### src/rtl/cpu_ctrl_pkg.sv
// Shared constants for the T-state control unit: opcodes, control-word bit positions, T-state indices.
// Pure declarations, no latency; no flow control.
// Optional order checker is enabled elsewhere with SEQ_CHECK_EN.
package cpu_ctrl_pkg;

    localparam int CW_BITS = 12;

    localparam logic [3:0] OP_LDA = 4'b0000;
    localparam logic [3:0] OP_ADD = 4'b0001;
    localparam logic [3:0] OP_SUB = 4'b0010;
    localparam logic [3:0] OP_OUT = 4'b1110;
    localparam logic [3:0] OP_HLT = 4'b1111;

    localparam int CW_CP = 11;
    localparam int CW_EP = 10;
    localparam int CW_LM = 9;
    localparam int CW_CE = 8;
    localparam int CW_LI = 7;
    localparam int CW_EI = 6;
    localparam int CW_LA = 5;
    localparam int CW_EA = 4;
    localparam int CW_SU = 3;
    localparam int CW_EU = 2;
    localparam int CW_LB = 1;
    localparam int CW_LO = 0;

    localparam int T1 = 0;
    localparam int T2 = 1;
    localparam int T3 = 2;
    localparam int T4 = 3;
    localparam int T5 = 4;
    localparam int T6 = 5;

    // Position of the highest set bit; only meaningful when seq is one-hot.
    function automatic logic [2:0] seq_idx(input logic [5:0] seq);
        seq_idx = '0;
        for (int i = 0; i < 6; i++) begin
            if (seq[i]) seq_idx = 3'(i);
        end
    endfunction

endpackage

### src/rtl/t_state_control_unit_if.sv
// Sequencer-to-control-unit bundle: T-state pulses and opcode in, control word and status out.
// No latency of its own; no backpressure, the sequencer is gated by halt instead.
// seq_err is only driven meaningfully when SEQ_CHECK_EN is defined.
interface t_state_control_unit_if #(
    parameter int OP_W  = 4,
    parameter int CNT_W = 8,
    parameter int CW_W  = 12
);
    logic [5:0]       seq;
    logic [OP_W-1:0]  opcode;
    logic [CW_W-1:0]  cw;
    logic             halt;
    logic [CNT_W-1:0] instr_cnt;
    logic             seq_err;

    modport master (output seq, output opcode,
                    input  cw, input halt, input instr_cnt, input seq_err);
    modport slave  (input  seq, input opcode,
                    output cw, output halt, output instr_cnt, output seq_err);
endinterface

### src/rtl/t_state_control_unit_cw_decode.sv
// Combinational T-state/opcode to control-word decode (cw_decode).
// Zero latency; no backpressure. Non-one-hot or all-zero seq decodes to an empty word.
// Unaffected by SEQ_CHECK_EN.
module cw_decode
    import cpu_ctrl_pkg::*;
#(
    parameter int OP_W = 4
) (
    input  logic [5:0]         seq,
    input  logic [OP_W-1:0]    opcode_sel,
    output logic [CW_BITS-1:0] cw_next
);

    always_comb begin
        cw_next = '0;
        if ($onehot(seq)) begin
            if (seq[T1]) begin
                cw_next[CW_EP] = 1'b1;
                cw_next[CW_LM] = 1'b1;
            end else if (seq[T2]) begin
                cw_next[CW_CP] = 1'b1;
            end else if (seq[T3]) begin
                cw_next[CW_CE] = 1'b1;
                cw_next[CW_LI] = 1'b1;
            end else if (seq[T4]) begin
                case (opcode_sel)
                    OP_W'(OP_LDA), OP_W'(OP_ADD), OP_W'(OP_SUB): begin
                        cw_next[CW_EI] = 1'b1;
                        cw_next[CW_LM] = 1'b1;
                    end
                    OP_W'(OP_OUT): begin
                        cw_next[CW_EA] = 1'b1;
                        cw_next[CW_LO] = 1'b1;
                    end
                    default: ;
                endcase
            end else if (seq[T5]) begin
                case (opcode_sel)
                    OP_W'(OP_LDA): begin
                        cw_next[CW_CE] = 1'b1;
                        cw_next[CW_LA] = 1'b1;
                    end
                    OP_W'(OP_ADD), OP_W'(OP_SUB): begin
                        cw_next[CW_CE] = 1'b1;
                        cw_next[CW_LB] = 1'b1;
                    end
                    default: ;
                endcase
            end else begin
                case (opcode_sel)
                    OP_W'(OP_ADD): begin
                        cw_next[CW_EU] = 1'b1;
                        cw_next[CW_LA] = 1'b1;
                    end
                    OP_W'(OP_SUB): begin
                        cw_next[CW_SU] = 1'b1;
                        cw_next[CW_EU] = 1'b1;
                        cw_next[CW_LA] = 1'b1;
                    end
                    default: ;
                endcase
            end
        end
    end

endmodule

### src/rtl/t_state_control_unit.sv
// Registered control word, halt latch, retired-instruction counter; SEQ_CHECK_EN adds a T-state order checker.
// Latency: cw/halt/instr_cnt/seq_err reflect the seq/opcode sampled one rising edge earlier.
// No backpressure: halt is the only throttle, the sequencer gates its own clock with it.
module t_state_control_unit
    import cpu_ctrl_pkg::*;
#(
    parameter int OP_W  = 4,
    parameter int CNT_W = 8,
    parameter int CW_W  = 12
) (
    input  logic                   dummy_clk,
    input  logic                   FPGA_rst_n,
    t_state_control_unit_if.slave  ctl
);

    logic [CW_W-1:0]  cw_q, cw_d, dec_cw;
    logic             halt_q, halt_d;
    logic [CNT_W-1:0] cnt_q, cnt_d;
    logic [OP_W-1:0]  op_q, op_d, op_sel;
    logic             seq_onehot;

    // T4 must see the opcode the same cycle IR is being loaded, hence the bypass.
    assign op_sel = ctl.seq[T4] ? ctl.opcode : op_q;

    cw_decode #(.OP_W(OP_W)) u_cw_decode (
        .seq        (ctl.seq),
        .opcode_sel (op_sel),
        .cw_next    (dec_cw)
    );

    always_comb begin
        seq_onehot = $onehot(ctl.seq);
        cw_d       = halt_q ? '0 : dec_cw;
        halt_d     = halt_q | (seq_onehot & ctl.seq[T4] & (ctl.opcode == OP_W'(OP_HLT)));
        op_d       = ctl.seq[T4] ? ctl.opcode : op_q;
        cnt_d      = (ctl.seq[T6] && !halt_q) ? cnt_q + CNT_W'(1) : cnt_q;
    end

    always_ff @(posedge dummy_clk or negedge FPGA_rst_n) begin
        if (!FPGA_rst_n) begin
            cw_q   <= '0;
            halt_q <= 1'b0;
            cnt_q  <= '0;
            op_q   <= '0;
        end else begin
            cw_q   <= cw_d;
            halt_q <= halt_d;
            cnt_q  <= cnt_d;
            op_q   <= op_d;
        end
    end

    assign ctl.cw        = cw_q;
    assign ctl.halt      = halt_q;
    assign ctl.instr_cnt = cnt_q;

`ifdef SEQ_CHECK_EN
    logic [2:0] exp_idx_q, exp_idx_d, cur_idx;
    logic       seq_err_q, seq_err_d;

    // A malformed pulse flags an error but gives no index to resync to.
    always_comb begin
        cur_idx   = seq_idx(ctl.seq);
        seq_err_d = seq_err_q;
        exp_idx_d = exp_idx_q;
        if (ctl.seq != '0) begin
            if (!seq_onehot) begin
                seq_err_d = 1'b1;
            end else begin
                if (cur_idx != exp_idx_q) seq_err_d = 1'b1;
                exp_idx_d = (cur_idx == 3'd5) ? 3'd0 : cur_idx + 3'd1;
            end
        end
    end

    always_ff @(posedge dummy_clk or negedge FPGA_rst_n) begin
        if (!FPGA_rst_n) begin
            exp_idx_q <= '0;
            seq_err_q <= 1'b0;
        end else begin
            exp_idx_q <= exp_idx_d;
            seq_err_q <= seq_err_d;
        end
    end

    assign ctl.seq_err = seq_err_q;
`else
    assign ctl.seq_err = 1'b0;
`endif

endmodule

### src/flat_wrapper.sv
// flat-port wrapper written by rule: the top's interface ports become plain ports
module t_state_control_unit_flat import cpu_ctrl_pkg::*;
#(
    parameter int OP_W  = 4,
    parameter int CNT_W = 8,
    parameter int CW_W  = 12
)
  (dummy_clk, FPGA_rst_n, ctl_seq, ctl_opcode, ctl_cw, ctl_halt, ctl_instr_cnt, ctl_seq_err);
  t_state_control_unit_if #(.OP_W(OP_W), .CNT_W(CNT_W), .CW_W(CW_W)) ctl_i ();
  input  logic dummy_clk;
  input  logic FPGA_rst_n;
  input wire logic [$bits(ctl_i.seq)-1:0] ctl_seq;
  input wire logic [$bits(ctl_i.opcode)-1:0] ctl_opcode;
  output wire logic [$bits(ctl_i.cw)-1:0] ctl_cw;
  output wire logic [$bits(ctl_i.halt)-1:0] ctl_halt;
  output wire logic [$bits(ctl_i.instr_cnt)-1:0] ctl_instr_cnt;
  output wire logic [$bits(ctl_i.seq_err)-1:0] ctl_seq_err;
  assign ctl_i.seq = ctl_seq;
  assign ctl_i.opcode = ctl_opcode;
  assign ctl_cw = ctl_i.cw;
  assign ctl_halt = ctl_i.halt;
  assign ctl_instr_cnt = ctl_i.instr_cnt;
  assign ctl_seq_err = ctl_i.seq_err;
  t_state_control_unit #(.OP_W(OP_W), .CNT_W(CNT_W), .CW_W(CW_W)) u_core (.dummy_clk(dummy_clk), .FPGA_rst_n(FPGA_rst_n), .ctl(ctl_i));
endmodule
### config.mk
export PLATFORM = sky130hd
export DESIGN_NAME = t_state_control_unit_flat
export DESIGN_NICKNAME = d
export VERILOG_FILES = /design/src/rtl/cpu_ctrl_pkg.sv /design/src/rtl/t_state_control_unit_if.sv /design/src/rtl/t_state_control_unit_cw_decode.sv /design/src/rtl/t_state_control_unit.sv /design/src/flat_wrapper.sv
export SDC_FILE = /design/constraint.sdc
export NUM_CORES = 1
export LEC_CHECK = 0
export ABC_AREA = 1
export CORE_ASPECT_RATIO = 0.75
export CORE_MARGIN = 2
export CORE_UTILIZATION = 39
export DETAILED_ROUTE_END_ITERATION = 16
export HOLD_SLACK_MARGIN = 0.15
export PLACE_DENSITY = 0.67
export SYNTH_ARGS = -nofsm -noshare
export SYNTH_HDL_FRONTEND = slang
export SYNTH_SLANG_ARGS = --single-unit
export TNS_END_PERCENT = 10
### constraint.sdc
create_clock -name dummy_clk -period 1.7 [get_ports dummy_clk]
set_input_delay 0.34 -clock dummy_clk [delete_from_list [all_inputs] [get_ports dummy_clk]]
set_output_delay 0.34 -clock dummy_clk [all_outputs]
set_load 0.01 [all_outputs]
# [Word level (Yosys, flattened, before mapping)]
# Index checks and enable logic that the tools add are counted.
[totals] elab_cells=50 reg_bits=25
[classes] n_reduce_logical=5 muxes=27 add_sub_neg=6 bitwise_logic=3 n_eq_ne=5
[ops] op="$mux W12" n=2
[ops] op="$mux W1" n=19
[ops] op="$mux W10" n=1
[ops] op="$mux W9" n=1
[ops] op="$add A8 B1 Y8 const B" n=1
[ops] op="$eq A4 B4 Y1 const B" n=2
[ops] op="$mux W7" n=1
[ops] op="$add A1 B1 Y2" n=3
[ops] op="$add A3 B3 Y3" n=2
[ops] op="$eq A4 B1 Y1 const B" n=1
[ops] op="$eq A4 B2 Y1 const B" n=1
[ops] op="$logic_not A4 Y1" n=1
[ops] op="$mux W4" n=1
[ops] op="$eq A3 B1 Y1 const B" n=1
[ops] op="$mux W3" n=1
[ops] op="$reduce_or A3 Y1" n=1
[ops] op="$and A1 B1 Y1" n=2
[ops] op="$mux W2" n=1
[ops] op="$reduce_or A2 Y1" n=1
[ops] op="$logic_and A1 B1 Y1" n=1
[ops] op="$logic_not A1 Y1" n=1
[ops] op="$or A1 B1 Y1" n=1

# [Logic depth before layout (Yosys ltp)]
[logic_depth] depth_word=11 ltp_mapped=12

# [Cells and area by module]
# From an unflattened synthesis, not the netlist that was laid out.
[unflattened] hier_cells=173 hier_area_um2=1442.6
[modules_own_cells] mod="t_state_control_unit" area_per_inst_um2=1111.1 cells_per_inst=121 instances=1
[modules_own_cells] mod="cw_decode" area_per_inst_um2=331.6 cells_per_inst=52 instances=1

# [Worst setup path before layout]
# OpenSTA, ideal clock, no wires.
[synth_timing] path_type="in2reg" startpoint="input port ctl_seq[0]" endpoint="register u_core.cw_q[9], in the netlist u_core.ctl.cw[9]" required_ps=1623 setup_time_ps=77 cell_stages=12 setup_slack_ps=-416 arrival_ps=2039 n_path_buf=0 cell_sequence="inv_1 -> ha_1 -> fa_1 -> inv_1 -> ha_1 -> inv_2 -> nand2_1 -> nor3_4 -> nand2_1 -> inv_1 -> nand2_1 -> o21ai_1"
[synth_between] elab_chain_cells=6 elab_cells_between_ends=7 cone_classes="add/sub: 3; eq/ne: 1; mux: 3"
[synth_rtl] element="start: declaration" line="flat_wrapper.sv:12" rtl="input wire logic [$bits(ctl_i.seq)-1:0] ctl_seq;"
[synth_rtl] element="$add A1 B1 Y2 (implied by the code)" line="t_state_control_unit_cw_decode.sv:16" rtl="if ($onehot(seq)) begin"
[synth_rtl] element="$add A3 B3 Y3 (2 in series)"
[synth_rtl] element="$eq A3 B1 Y1"
[synth_rtl] element="$mux W12 (*)" line="t_state_control_unit_cw_decode.sv:16"
[synth_rtl] element="$mux W12 (*)" line="t_state_control_unit.sv:33" rtl="cw_d = halt_q ? '0 : dec_cw;"
[synth_rtl] element="net u_core.cw_d[9]" line="t_state_control_unit.sv:16" rtl="logic [CW_W-1:0] cw_q, cw_d, dec_cw;"
[synth_rtl] element="end signal: assignment" line="t_state_control_unit.sv:46" rtl="cw_q <= cw_d;"
[synth_rtl] element="end: declaration" line="t_state_control_unit.sv:16"
# Mark *: on every way through the listed nets, which the timed path passes. The rest lies on a longest branch.
# A chain may end at the register's enable or synchronous reset.

# [Worst setup path in the final report]
[layout_timing] startpoint="input port ctl_seq[2]" endpoint="register u_core.cw_q[9], in the netlist u_core.ctl.cw[9]"
# Same word-level chain as after synthesis.

==> results.toml <==
[timing]
min_period_over_period_pct = 106.5
setup_slack_ns = -0.1111
setup_viol = 12
slew_viol_final = 0
max_freq_ghz = 0.5521
whs_ns = 0.4004
hold_viol_final = 0
fin_worst_skew_ns = 0.004772
rsz0062_at_grt = "true"
final.min_clock_period_ns = 1.811

[cts]
cts_buffers = 3
clk_pin_slew_ns = 0.08
root_buffer = "clkbuf_8"
cts_max_level = 1
cts_tree = "built"
cts_sinks = 24
hold_buffers = 0
insertion_delay_ns = 0.26
cts_setup_buffers = 0
clock_path_buffers = 2

[power_and_ir_drop]
seqPwrFrac_pct = 44.5
p_comb_share_pct = 18.8
p_leak_nw = 0.8794
internal_power_w = 0.001002
netSwitchingFraction_pct = 23.45
clock_power_share_pct = 36.7
p_switching_w = 0.0003070
irDropWorstVdd_mv = 0.3372
power.density_nw_per_um2 = 692.8

[outcome]
status = "finished with violations"
violations = "negative setup slack"

[die]
std_cell_rows = 17
ios = 34
core_region_area_um2 = 3020
initial_core_util_pct = 42.25
die-area_um2 = 3751
dieHeight_um = 53.54
die_w_um = 70.06

[synthesis]
yosysWarnings = 0
synth_seq_area_share_pct = 47.06
synth_enable_flop_cells = 0
ys_types = 31
synth_common_cells = "dfrtp_1 (24), nand2_1 (22), inv_1 (17), nor2_1 (11)"
synthTopCellsByArea = "dfrtp_1 (47%), nand2_1 (6.5%), ha_1 (5.9%), inv_1 (5.0%), nand2_2 (3.4%)"
synth_area_per_cell_um2 = 9.524
yosys.area.top_type = "dfrtp_1"
syn_inst = 134
syn-cell-area_um2 = 1276
netlist.area_leader.share_pct = 47.06
syn_nets = 154
yosysMostFrequentCell = "dfrtp_1"
ys_async_sr_fraction_pct = 100.0
ys.flop_type = "dfrtp_1"
synth_seq_cells = 24

[global_route]
grt_first_pass_wirelength_mm = 4.526
grt_overflow = 0
antenna_found_initial = 0
track_usage_pct = 15.75
grt_pass1_vias = 1016
grt_max_degree = 25

[hold_path]
hold_depth = 3
hold_class = "in2reg"

[detailed_routing]
vias = 1000
wirelength_mm = 2.598
wire_per_inst_um = 11.92
via_per_inst = 4.587
first_pass_iters = 4
drtIter0Drc = 94
drc = 0
antenna_left = 0

[setup_path]
critPathKind = "in2reg"
cp.required_ns = 1.89
critPathCaptureType = "flop"
crit_fanout = 6
cp.arrival_ns = 2.00
rr_worst_depth = 6
crit_path_start_kind = "primary input"

[finish]
fillers = 261
multiInputGateArea_um2 = 666.9
finalInstanceArea_um2 = 1889
syn_to_final_growth_pct = 48.04
drive_gt1_share_pct = 34.44
layout.nets = 201
regArea_um2 = 600.6
n_antenna_cell = 0

[job]
cap_violations = 0

[placed_design]
port_buffers = 32
dp_hpwl_mm = 2.140
place.gp.congestion = 0.7966
place_area_um2 = 1775
-- per-stage QoR --
step / setup TNS (ns) / setup WS [ns] / utilization, % / total power, W / instances
6_report: -0.6592 / -0.1111 / 62.55 / 0.001309 / 218
5_1_grt: -1.745 / -0.1868 / 62.55 / 0.001386 / 218
4_1_cts: -1.305 / -0.1840 / 61.68 / 0.001326 / 218
3_5_place_dp: -10.20 / -0.9192 / 58.78 / 0.0008270 / 214
3_3_place_gp: -9.533 / -0.8618 / 58.78 / 0.0008185 / 214
2_1_floorplan: -1.111 / -0.1499 / - / 0.0007304 / 134
-- state kept, by name, summed over array words and instances, names as in the netlist --
signal / count
u_core.ctl.halt: 1
u_core.ctl.instr_cnt: 8
u_core.ctl.cw: 11
u_core.op_q: 4
-- final timing paths --
path                                         startpoint                      end  slack [ns]
worst min-delay path                         ctl_seq[0]         u_core.ctl.cw[6]        0.40
worst max-delay path                         ctl_seq[2]         u_core.ctl.cw[9]       -0.11
max in group asynchronous                    FPGA_rst_n  u_core.ctl.instr_cnt[7]        1.04
worst max register to register  u_core.ctl.instr_cnt[1]  u_core.ctl.instr_cnt[6]        0.40
min in group asynchronous                    FPGA_rst_n          u_core.ctl.halt        0.42
worst min register to register  u_core.ctl.instr_cnt[7]  u_core.ctl.instr_cnt[7]        0.48
-- critical path, stage by stage --
cell and delay, ns:
buf_6 0.10, ha_4 0.25, inv_2 0.03, fa_2 0.37, inv_2 0.08, ha_4 0.20, inv_2 0.04, nand2_2 0.05
nor3_4 0.21, nand2_4 0.13, inv_2 0.07, nand2_2 0.05, o21ai_1 0.06
-- power groups by stage --
stage          combinational, W  clock (W)  sequential [W]
2_1_floorplan          0.000137          0        0.000593
3_3_place_gp           0.000225          0        0.000593
3_5_place_dp           0.000233          0        0.000594
4_1_cts                0.000247   0.000497        0.000583
5_1_grt                0.000275   0.000528        0.000584
6_report               0.000246   0.000480        0.000583
-- kinds of logic after synthesis --
group | synth area share [%]
AO/OA/AOI/OAI | 2.941
XOR/XNOR | 4.118
adder cells (fa/ha/maj) | 9.020
buffers and inverters | 8.234
flip-flops | 47.06
multiplexers | 0.8823
other | 0.2938
AND/OR/NAND/NOR | 27.45
-- cell usage in the layout (no fill, tap or decap), types with 3 or more instances in the layout --
cell type,Yosys,layout
nand4_1,3,3
xor2_1,4,4
nor3_2,1,3
nor2_2,2,4
dfrtp_1,24,24
nand2_2,7,9
clkdlybuf4s50_1,0,26
nor2_1,11,9
inv_2,3,7
nand2_1,22,19
buf_6,1,3
buf_4,2,15
ha_4,0,5
clkbuf_8,0,3
nand3_1,7,7
inv_1,17,12
-- cell type report --
cell class	count	area share, %
multi-input cells	86	35.30
flip-flops and latches	24	31.79
repair buffers	45	22.32
inverters	21	4.305
well taps	38	2.517
clock buffers	3	2.185
clock inverters	1	1.589
-- timing repair --
action,4_1_cts,5_1_grt
gates cloned,0,0
endpoints found under the setup margin,12,12
endpoints found under the hold margin,0,0
resized for setup,37,7
pin swaps,10,8
-- layer usage --
layer  part of all wire (%)  up-vias  global-route usage (%)
met4                    2.0        0                   7.692
met2                     48       26                   26.98
met1                     46      457                   19.74
met3                    4.0        6                   2.996
met5                      0        -                       0
li1                       -      511                       -
Power figures use the tool's default switching activity.
